### src/rtl/router_pkg.sv
// Shared encodings and header helpers for the multi-link router controller.
package router_pkg;

    localparam int unsigned ST_W = 4;

    localparam logic [ST_W-1:0] ST_IDLE       = 4'd0;
    localparam logic [ST_W-1:0] ST_ARB_REQ    = 4'd1;
    localparam logic [ST_W-1:0] ST_ARB_DLY    = 4'd2;
    localparam logic [ST_W-1:0] ST_ENC_START  = 4'd3;
    localparam logic [ST_W-1:0] ST_ENC_WAIT   = 4'd4;
    localparam logic [ST_W-1:0] ST_HDR_DECODE = 4'd5;
    localparam logic [ST_W-1:0] ST_STREAM     = 4'd6;
    localparam logic [ST_W-1:0] ST_DROP       = 4'd7;
    localparam logic [ST_W-1:0] ST_DONE       = 4'd8;

    // What the packet currently in flight is doing; selects source, target and done pulse.
    localparam logic [1:0] MODE_LOCAL = 2'd0;
    localparam logic [1:0] MODE_FWD   = 2'd1;
    localparam logic [1:0] MODE_DLV   = 2'd2;
    localparam logic [1:0] MODE_DROP  = 2'd3;

    // Header fields are packed downward from the beat MSB: TTL, dst ID, src ID.
    localparam int unsigned HDR_TTL_POS = 0;

    localparam int unsigned STAT_W = 16;

    function automatic int unsigned hdr_dst_pos(input int unsigned ttl_w);
        return ttl_w;
    endfunction

    function automatic int unsigned hdr_src_pos(input int unsigned ttl_w, input int unsigned rid_w);
        return ttl_w + rid_w;
    endfunction

    function automatic int unsigned egress_index(input int unsigned dst_id, input int unsigned num_links);
        return dst_id % num_links;
    endfunction

endpackage

### src/rtl/router_rr_arbiter.sv
// Round-robin arbiter over NUM_REQ requesters; the pointer moves past the winner on advance.
module router_rr_arbiter
    import router_pkg::*;
#(
    parameter int unsigned NUM_REQ = 3,
    parameter int unsigned IDX_W   = $clog2(NUM_REQ)
) (
    input  logic               clk,
    input  logic               rst_n,
    input  logic [NUM_REQ-1:0] req,
    input  logic               advance,
    input  logic [IDX_W-1:0]   advance_idx,
    output logic [NUM_REQ-1:0] gnt,
    output logic [IDX_W-1:0]   gnt_idx,
    output logic               gnt_valid
);

    logic [IDX_W-1:0] ptr;
    logic [IDX_W-1:0] cand;

    always_comb begin
        gnt       = '0;
        gnt_idx   = '0;
        gnt_valid = 1'b0;
        cand      = '0;
        for (int unsigned off = 0; off < NUM_REQ; off++) begin
            cand = IDX_W'((32'(ptr) + off) % NUM_REQ);
            if (!gnt_valid && req[cand]) begin
                gnt_valid = 1'b1;
                gnt[cand] = 1'b1;
                gnt_idx   = cand;
            end
        end
    end

    always_ff @(posedge clk or negedge rst_n) begin
        if (!rst_n) begin
            ptr <= '0;
        end else if (advance) begin
            ptr <= (advance_idx == IDX_W'(NUM_REQ - 1)) ? '0 : advance_idx + 1'b1;
        end
    end

endmodule

### src/rtl/router_controller_mp.sv
// Whole-packet scheduler: local source plus NUM_LINKS ingress links steered through the crossbar.
// Optional traffic counters are built when ROUTER_CTRL_STATS_EN is defined.
module router_controller_mp
    import router_pkg::*;
#(
    parameter int unsigned AURORA_DATA_WIDTH      = 64,
    parameter int unsigned ADDR_WIDTH             = 10,
    parameter int unsigned NUMBER_PACKET          = 19,
    parameter int unsigned NUM_LINKS              = 2,
    parameter int unsigned RECOGNIZE_ROUTER_WIDTH = 2,
    parameter int unsigned ROUTER_ID              = 0,
    parameter int unsigned TTL_WIDTH              = 2,
    parameter int unsigned TTL_INIT               = 3
) (
    input  logic                                   clk,
    input  logic                                   rst_n,
    input  logic                                   router_start_req,
    input  logic [ADDR_WIDTH-1:0]                  router_scr_addr,
    input  logic [ADDR_WIDTH-1:0]                  router_dst_addr,
    input  logic [RECOGNIZE_ROUTER_WIDTH-1:0]      router_dst_id,
    output logic                                   router_done,
    output logic                                   arbiter_read_req,
    input  logic                                   arbiter_read_gnt,
    output logic [ADDR_WIDTH-1:0]                  arbiter_src_addr,
    output logic [ADDR_WIDTH-1:0]                  arbiter_dst_addr,
    output logic                                   start_encap_pkt,
    output logic [9+TTL_WIDTH-1:0]                 header_pkt_send,
    input  logic                                   empty_input_port_0,
    output logic                                   rd_input_port_0,
    input  logic [NUM_LINKS-1:0]                   link_empty,
    output logic [NUM_LINKS-1:0]                   link_rd,
    input  logic [NUM_LINKS*AURORA_DATA_WIDTH-1:0] link_hdr,
    input  logic [NUM_LINKS-1:0]                   link_full,
    output logic [NUM_LINKS-1:0]                   link_we,
    output logic                                   we_output_port_0,
    input  logic                                   full_output_port_0,
    output logic                                   start_decap_pkt,
    output logic [$clog2(NUM_LINKS+1)-1:0]         control_crossbar,
    output logic                                   hdr_ttl_dec
`ifdef ROUTER_CTRL_STATS_EN
    ,
    output logic [STAT_W-1:0]                      stat_fwd,
    output logic [STAT_W-1:0]                      stat_dlv,
    output logic [STAT_W-1:0]                      stat_drop,
    output logic [STAT_W-1:0]                      stat_local
`endif
);

    localparam int unsigned W    = AURORA_DATA_WIDTH;
    localparam int unsigned RW   = RECOGNIZE_ROUTER_WIDTH;
    localparam int unsigned TW   = TTL_WIDTH;
    localparam int unsigned NSRC = NUM_LINKS + 1;
    localparam int unsigned CW   = $clog2(NSRC);
    localparam int unsigned LW   = (NUM_LINKS > 1) ? $clog2(NUM_LINKS) : 1;
    localparam int unsigned BW   = $clog2(NUMBER_PACKET);
    localparam int unsigned HW   = TW + RW;
    localparam int unsigned HP_W = 9 + TW;

    localparam logic [TW-1:0] TTL_INIT_V  = TW'(TTL_INIT);
    localparam logic [RW-1:0] ROUTER_ID_V = RW'(ROUTER_ID);
    localparam logic [BW-1:0] LAST_BEAT   = BW'(NUMBER_PACKET - 1);

    logic [ST_W-1:0] state;
    logic [1:0]      mode;
    logic [LW-1:0]   src_link;
    logic [LW-1:0]   egress;
    logic [BW-1:0]   beat_cnt;
    logic [HW-1:0]   hdr_q;
    logic [W-1:0]    hdr_sel;
    logic [TW-1:0]   hdr_ttl;
    logic [RW-1:0]   hdr_dst;

    logic [NSRC-1:0] rr_req;
    logic [NSRC-1:0] rr_gnt;
    logic [CW-1:0]   rr_idx;
    logic            rr_valid;

    logic src_empty;
    logic tgt_full;
    logic xfer;
    logic unused_bits;

    assign rr_req = {~link_empty, router_start_req};

    router_rr_arbiter #(
        .NUM_REQ (NSRC),
        .IDX_W   (CW)
    ) u_rr (
        .clk         (clk),
        .rst_n       (rst_n),
        .req         (rr_req),
        .advance     (state == ST_DONE),
        .advance_idx (control_crossbar),
        .gnt         (rr_gnt),
        .gnt_idx     (rr_idx),
        .gnt_valid   (rr_valid)
    );

    // Head-of-FIFO beat of the winning link, captured while the FIFO still presents it.
    always_comb begin
        hdr_sel = '0;
        for (int unsigned i = 0; i < NUM_LINKS; i++) begin
            if (rr_gnt[i+1]) hdr_sel = link_hdr[i*W +: W];
        end
    end

    assign hdr_ttl     = hdr_q[HW-1-HDR_TTL_POS -: TW];
    assign hdr_dst     = hdr_q[HW-1-hdr_dst_pos(TW) -: RW];
    assign unused_bits = ^{hdr_sel[W-HW-1:0], rr_gnt[0]};

    always_comb begin
        src_empty = 1'b1;
        if (mode == MODE_LOCAL) begin
            src_empty = empty_input_port_0;
        end else begin
            for (int unsigned i = 0; i < NUM_LINKS; i++) begin
                if (src_link == LW'(i)) src_empty = link_empty[i];
            end
        end
    end

    always_comb begin
        tgt_full = 1'b0;
        case (mode)
            MODE_LOCAL, MODE_FWD: begin
                for (int unsigned i = 0; i < NUM_LINKS; i++) begin
                    if (egress == LW'(i)) tgt_full = link_full[i];
                end
            end
            MODE_DLV: tgt_full = full_output_port_0;
            default:  tgt_full = 1'b0;
        endcase
    end

    // A beat moves only when both ends are ready; DROP has no target so only the source matters.
    assign xfer = ((state == ST_STREAM) && !src_empty && !tgt_full) ||
                  ((state == ST_DROP) && !src_empty);

    always_comb begin
        link_rd = '0;
        link_we = '0;
        for (int unsigned i = 0; i < NUM_LINKS; i++) begin
            link_rd[i] = xfer && (mode != MODE_LOCAL) && (src_link == LW'(i));
            link_we[i] = xfer && (state == ST_STREAM) &&
                         ((mode == MODE_LOCAL) || (mode == MODE_FWD)) && (egress == LW'(i));
        end
    end

    assign rd_input_port_0  = xfer && (mode == MODE_LOCAL);
    assign we_output_port_0 = xfer && (mode == MODE_DLV);
    assign hdr_ttl_dec      = xfer && (mode == MODE_FWD) && (beat_cnt == '0);
    assign arbiter_read_req = (state == ST_ARB_REQ);
    assign start_encap_pkt  = (state == ST_ENC_START);
    assign router_done      = (state == ST_DONE) && (mode == MODE_LOCAL);
    assign start_decap_pkt  = (state == ST_DONE) && (mode == MODE_DLV);

    always_ff @(posedge clk or negedge rst_n) begin
        if (!rst_n) begin
            state            <= ST_IDLE;
            mode             <= MODE_LOCAL;
            src_link         <= '0;
            egress           <= '0;
            beat_cnt         <= '0;
            hdr_q            <= '0;
            control_crossbar <= '0;
            arbiter_src_addr <= '0;
            arbiter_dst_addr <= '0;
            header_pkt_send  <= '0;
        end else begin
            case (state)
                ST_IDLE: begin
                    if (rr_valid) begin
                        control_crossbar <= rr_idx;
                        if (rr_idx == '0) begin
                            mode             <= MODE_LOCAL;
                            arbiter_src_addr <= router_scr_addr;
                            arbiter_dst_addr <= router_dst_addr;
                            header_pkt_send  <= HP_W'({TTL_INIT_V, ROUTER_ID_V, router_dst_id, 5'b0});
                            egress           <= LW'(egress_index(32'(router_dst_id), NUM_LINKS));
                            state            <= ST_ARB_REQ;
                        end else begin
                            src_link <= LW'(rr_idx - 1'b1);
                            hdr_q    <= hdr_sel[W-1 -: HW];
                            state    <= ST_HDR_DECODE;
                        end
                    end
                end
                ST_ARB_REQ:   if (arbiter_read_gnt) state <= ST_ARB_DLY;
                ST_ARB_DLY:   state <= ST_ENC_START;
                ST_ENC_START: state <= ST_ENC_WAIT;
                ST_ENC_WAIT:  if (!empty_input_port_0) state <= ST_STREAM;
                ST_HDR_DECODE: begin
                    if (hdr_dst == ROUTER_ID_V) begin
                        mode  <= MODE_DLV;
                        state <= ST_STREAM;
                    end else if (hdr_ttl == '0) begin
                        mode  <= MODE_DROP;
                        state <= ST_DROP;
                    end else begin
                        mode   <= MODE_FWD;
                        egress <= LW'(egress_index(32'(hdr_dst), NUM_LINKS));
                        state  <= ST_STREAM;
                    end
                end
                ST_STREAM, ST_DROP: begin
                    if (xfer) begin
                        if (beat_cnt == LAST_BEAT) begin
                            beat_cnt <= '0;
                            state    <= ST_DONE;
                        end else begin
                            beat_cnt <= beat_cnt + 1'b1;
                        end
                    end
                end
                ST_DONE: state <= ST_IDLE;
                default: state <= ST_IDLE;
            endcase
        end
    end

`ifdef ROUTER_CTRL_STATS_EN
    always_ff @(posedge clk or negedge rst_n) begin
        if (!rst_n) begin
            stat_fwd   <= '0;
            stat_dlv   <= '0;
            stat_drop  <= '0;
            stat_local <= '0;
        end else if (state == ST_DONE) begin
            case (mode)
                MODE_FWD:   if (stat_fwd   != '1) stat_fwd   <= stat_fwd   + 1'b1;
                MODE_DLV:   if (stat_dlv   != '1) stat_dlv   <= stat_dlv   + 1'b1;
                MODE_DROP:  if (stat_drop  != '1) stat_drop  <= stat_drop  + 1'b1;
                default:    if (stat_local != '1) stat_local <= stat_local + 1'b1;
            endcase
        end
    end
`endif

endmodule

### config.mk
export PLATFORM = sky130hd
export DESIGN_NAME = router_controller_mp
export DESIGN_NICKNAME = d
export VERILOG_FILES = /design/src/rtl/router_pkg.sv /design/src/rtl/router_rr_arbiter.sv /design/src/rtl/router_controller_mp.sv
export SDC_FILE = /design/constraint.sdc
export NUM_CORES = 1
export LEC_CHECK = 0
export CORE_ASPECT_RATIO = 1.1
export CORE_MARGIN = 5
export CORE_UTILIZATION = 34
export DETAILED_ROUTE_END_ITERATION = 10
export GPL_TIMING_DRIVEN = 0
export PLACE_DENSITY = 0.81
export SLEW_MARGIN = 10
export SYNTH_ARGS = -nofsm -noshare
export SYNTH_HDL_FRONTEND = slang
export SYNTH_SLANG_ARGS = --single-unit
### constraint.sdc
create_clock -name clk -period 2.7 [get_ports clk]
set_input_delay 0.54 -clock clk [delete_from_list [all_inputs] [get_ports clk]]
set_output_delay 0.54 -clock clk [all_outputs]
set_load 0.01 [all_outputs]
==> metrics.txt, run 1 <==
top fanout value on the critical path 4; Worst Setup Start Kind input pin; Place WS -624 ps; mux contribution to synthesized area between 10 and 15%; GRT Util Overall between 10 and 15%; critical path arrival 2110 ps; CP top delay family buffers and inverters; complex-gate fraction of the synthesized area between 10% and 20%; highest metal used met4; Ant. Diodes 0; HP Class in -> async; fin crit share between 90% and 100%; IO Count 204; initial antenna violation count 0; worst-margin pin slew 570 ps; CTS sink cnt 44; met1 wire length 2770 um; EDFF count, synth 0; Syn Inst Count approximately 260; Power Density 811 nW/um^2; Clock Tree Root clkbuf_8; DR vias 2347; area leader, netlist dfrtp_1; main combinational cell family by area after synthesis simple AND/OR/NAND/NOR gates; CP Cell Sequence clkdlybuf4s50_1, mux2_2, a211o_4, nor2_4, and3_1, clkdlybuf4s15_1; Yosys cell types 50; Initial Util 35.3%; Skew-Pair Late Insertion Delay 300 ps; Die Width 94.4 um; ys async rst share 100%; CP Data Required Time around 2200 ps; Antenna Nets Post-Route 0; met2 routed WL 3630 um; Leak Pwr roughly 1.7 nW; Routed WL per cell approximately 15 um; endpoint class of the critical path output port; DP Cell Count 448; router iterations before antenna repair 4; layout cells sized above 1 roughly a quarter; Synth Register Bits between 40 and 50; Synth Area in Adders 3.28%; post-layout minimum cycle time 2650 ps; gp weighted congestion 0.833; Peak VDD IR 474 uV; Synth Flop Type dfrtp_1; Die ar. 9720 sq um; global-route wire length before repair 11300 um; non-filler cells in the finished layout 460; Final Max Slew Viols 0; Slowest-stage cell, CP clkdlybuf4s50_1; clock-pin slew on the worst setup and hold paths 90 ps; yosys warns 0; Final Hold Fails 0; area growth from synthesis to layout 42.1%; worst path bufs/invs 2; fill cell count roughly 690; Rows 33; WS Path Type in -> out; vias in the first global route roughly 2400; Max Clk Rate 377 MHz; clk_skew between 9 and 10 ps; outcome complete, no violations; MaxCap Viol Count 0; I/O Buffers 74; Largest stage delay, worst path approximately 400 ps; H-tree depth 2; post-synth top area share 41.3%; Slew HR just over 60%; HPWL Detailed 5340 um; DR iter-0 viols about 110; quantity of hold-fixing buffers added after cts 0; final setup fails 0; clock tree buffer depth 2; Die Span Y a little over 100 um; Post-Route WL 6990 um; grt ovf 0; Worst Slack Setup Final 47.0 ps; RSZ-0062 raised after global routing false; Synth Area in XOR/XNOR less than 1%; drt via density roughly 5; DRC viols 0; wire length on met3 547 um; Seq/Total Area, Yosys 41.3%; Synth Area in Simple Gates 19.0%; TritonCTS Buffers 5; synthesized area 2670 sq um; syn_area_per_cell 10.2 sq um; Core Footprint 7560 sq um; # nets final 521; largest net degree at the start of global routing 28; leading post-synthesis cells by cell area dfrtp_1 (41%), mux2_4 (9.6%), mux2_2 (3.8%); CTS tree built
-- sequential cells by signal (all words and copies together) (netlist names) --
signal,count
arbiter_dst_addr,10
arbiter_src_addr,10
beat_cnt,5
hdr_q,4
state,4
header_pkt_send,3
control_crossbar,2
mode,2
u_rr.ptr,2
egress,1
src_link,1
-- per-layer routing --
metal | vias up | GRT usage, %
met1 | 1144 | 17.6
met3 | 5 | 4.74
met4 | 0 | 4.11
met2 | 81 | 25.4
met5 | - | 0
li1 | 1117 | -
-- synth_stat cells (all sizes together) (3+ instances only) --
library cell  number
dfrtp             44
mux2              26
nand2             16
a21oi             15
nor2              15
buf               14
inv               14
nand2b            14
o21ai             14
ha                 7
nor3               7
clkbuf             6
nor3b              5
o22ai              5
o31ai              5
a31oi              4
mux2i              4
nand3              4
a211o              3
a211oi             3
and3               3
nand3b             3
nor4               3
nor4bb             3
-- kinds of logic (layout without fill, tap and decap cells) --
family | after synthesis | in the layout
xor gates and xnor gates | 1 | 1
other | 1 | 7
muxes | 30 | 30
and+or+nand+nor | 86 | 86
adders and majority gates | 7 | 7
DFF | 44 | 44
buffers and inverters | 34 | 121
AOI/OAI and AO/OA | 59 | 59
-- power breakdown --
part	internal, mW	switching [mW]	total [mW]
combinational	0.818	0.572	1.39
sequential	0.929	0.229	1.16
clock	0.279	0.246	0.525
-- final timing paths --
kind                                     from             endpoint  slack (ps)  cells after the start
setup / recovery                 link_full[1]           link_we[1]          50                      6
hold / removal                          rst_n             state[3]         180                      1
setup reg to reg                  u_rr.ptr[0]             hdr_q[3]          90                      9
hold reg to reg            header_pkt_send[9]   header_pkt_send[9]         510                      1
max in group asynchronous               rst_n  arbiter_dst_addr[0]        2020                      2
min in group clk           header_pkt_send[9]   header_pkt_send[9]         510                      1
-- placed cells by master, fill, tap and decap left out, types with 3 or more instances in the layout --
master	count
nor4bb_1	3
nand2_1	16
nand2b_1	14
o22ai_1	5
clkbuf_2	6
mux2i_1	4
o31ai_1	5
nand3b_1	3
nor3_1	5
buf_2	6
nor2_1	12
clkdlybuf4s50_1	66
conb_1	7
clkbuf_8	5
inv_1	14
nand3_1	4
ha_1	7
mux2_2	9
nor3b_1	3
o21ai_0	14
mux2_4	17
clkbuf_1	3
a21oi_1	13
dfrtp_1	44
buf_4	12
-- final cells by class --
type                       instances  area, sq um  area share [%]
buffer                            20          131            3.47
tap                              105          131            3.47
inverter                          14         52.6            1.39
multi-input combinational        190         1500            39.5
clock inverter                     3         46.3            1.22
clock buffer                       5         68.8            1.82
timing repair buffer              79          759            20.0
sequential                        44         1100            29.1
-- stage by stage --
step	hold slack (ps)	total power, mW	TNS [ps]	cell area (sq um)	utilization [%]
finish	178	3.07	0	3790	50.1
global route	208	3.28	0	3790	50.1
CTS	187	3.07	-9.18	3740	49.5
detailed placement	488	2.50	-8760	3580	47.3
global placement	487	2.46	-11530	3560	47.1
floorplan	244	1.82	0	2690	-
-- worst reg2reg max path, stage by stage (launching register included) --
cell and delay [ps]:
dfrtp_1 400, inv_1 80, ha_1 360, clkbuf_4 210, or3b_2 480, and4_1 230, nor3_2 210, a211oi_2 100
buf_4 160, mux2_2 270
-- repair_timing --
item / CTS / global route
gates resized for setup: 20 / 25
endpoints found under the setup margin: 31 / 36
setup buffers: 3 / 1
pin swaps: 3 / 1
(Power assumes the default switching activity.)
==> inputs of run 2 (changes only) <==
Settings changed: CORE_MARGIN 5 to unset, CORE_UTILIZATION 34 to 33, PLACE_DENSITY 0.81 to 0.8, SYNTH_HIERARCHICAL set to 1.
==> run 2 against run 1 <==
Net effect: combinational power rose by 49%; wire length fell by 16%; critical path depth rose by 5; design area fell by 5.6%; largest power group unchanged; highest routed layer unchanged.
==> metrics.txt, run 2 <==
# nets final slightly above 500; synthesized area around 2500 sq um; clk_skew 5.13 ps; Worst Setup SP u_rr/ptr[1]; fill cell count 721; Core Footprint 7430 sq um; H-tree depth 2; Clock Tree Root clkbuf_8; vias in the first global route approximately 2100; yosys warns 6; CTS sink cnt 44; Peak VDD IR between 500 and 600 uV; Antenna Nets Post-Route 0; most frequent cells in the layout clkdlybuf4s50_1 (64), dfrtp_1 (44), nor2_1 (31), mux2_2 (27), nand2_1 (22); Worst Setup Start Kind flop; CTS tree built; initial antenna violation count 0; Max Clk Rate 388 MHz; syn_area_per_cell 9.78 sq um; Power Density between 1000 and 1500 nW/um^2; outcome complete, no violations; post-layout minimum cycle time around 2600 ps; commonest non-fill, non-tap cell in the layout clkdlybuf4s50_1; Largest regs arbiter_dst_addr x10, arbiter_src_addr x10, beat_cnt x5; layout cells sized above 1 23.0%; clock-pin slew on the worst setup and hold paths 80 ps; fin crit share between 90% and 100%; WS Path Type reg -> reg; area growth from synthesis to layout 42.4%; DR vias 2145; Rows 33; HP Class in -> async; clock tree buffer depth 2; Worst R2R Setup Slack 120 ps; Place WS -692 ps; largest net degree at the start of global routing 24; Die Span Y 93.5 um; Pwr Total ~3.6 mW; HPWL Detailed 4490 um; Final Max Slew Viols 0; Post-Route WL 5840 um; Final Hold Fails 0; Worst Slack Setup Final approximately 120 ps; Slew HR roughly 65%; worst setup path endpoint state[0]; router iterations before antenna repair 6; RR Startpoint u_rr/ptr[1]; placed inst area 3430 sq um; DR iter-0 viols 64; GRT Util Overall approximately 15%; critical path arrival 2760 ps; FF/Latch Area 1100 sq um; I/O Buffers 76; Die Width 85.2 um; grt ovf 0; Die ar. 7970 sq um; endpoint class of the critical path flop; Leak Pwr approximately 1.6 nW; footprint of the multi-input gates around 1300 sq um; global-route wire length before repair 9680 um; gp weighted congestion 0.869; final setup fails 0; Syn Inst Count 257; IO Count 204; Initial Util around a third; CP Data Required Time 2880 ps; drt via density 4.89; Routed WL per cell 13.3 um; TritonCTS Buffers 5; Skew-Pair Late Insertion Delay 290 ps; worst-margin pin slew 527 ps; fin util 48.1%; MaxCap Viol Count 0; Final Cell Area 3580 sq um; DRC viols 0; worst reg-to-reg path cell count 11; reg2reg end state[0]; top fanout value on the critical path 10; Ant. Diodes 0
## run 2: routing by layer
layer | share of wire (%) | vias up | global-route usage, % | routed length, um
li1 | - | 1064 | - | -
met3 | 5.9 | 7 | 4.41 | 347
met2 | 51 | 59 | 26.2 | 2950
met4 | 1.2 | 0 | 4.66 | 70
met1 | 42 | 1015 | 18.8 | 2470
met5 | 0 | - | 0 | 0
## run 2: worst max-delay path: stages, from the launching register on
cell,delay (ps)
dfrtp_1,420
inv_2,80
ha_1,150
buf_6,140
mux2i_4,250
o22a_2,200
o21ai_1,90
or2_2,310
a2111oi_4,320
a21oi_1,90
nor2b_1,150
mux2_2,270
## run 2: power breakdown
part	switching, mW	leakage, nW	internal [mW]
logic	0.955	1.01	1.11
clock network	0.223	0.0400	0.175
registers	0.203	0.537	0.966
total	1.38	1.58	2.25
## run 2: area by class of cell
type	count	share of cell area, %
Multi-Input combinational cell	187	36.6
Sequential cell	44	30.8
Timing Repair Buffer	83	22.6
Buffer	19	3.46
Tap cell	87	3.04
Clock buffer	5	1.92
Inverter	12	1.26
Clock inverter	2	0.350
## run 2: how the worst min path moves through the flow
stage,from,endpoint,cells after the start
global route,rst_n,beat_cnt[4],1
global placement,header_pkt_send[9],header_pkt_send[9],1
detailed placement,hdr_q[0],hdr_q[0],2
finish,rst_n,beat_cnt[3],1
CTS,rst_n,beat_cnt[3],1
floorplan,rst_n,arbiter_dst_addr[0],0
## run 2: what timing repair did
item,4_1_cts,5_1_grt
gates cloned,0,0
endpoints found under the setup margin,19,22
gates resized for setup,33,7
hold buffers,0,0
pin swaps,4,6
buffers inserted,3,3
## run 2: per-stage QoR
stage	TNS, ps	hold slack [ps]	std cells
after floorplan	0	244	263
after global routing	-203	250	439
after detailed placement	-9240	489	427
after CTS	0	229	436
final	0	217	439
after global placement	-11890	477	426
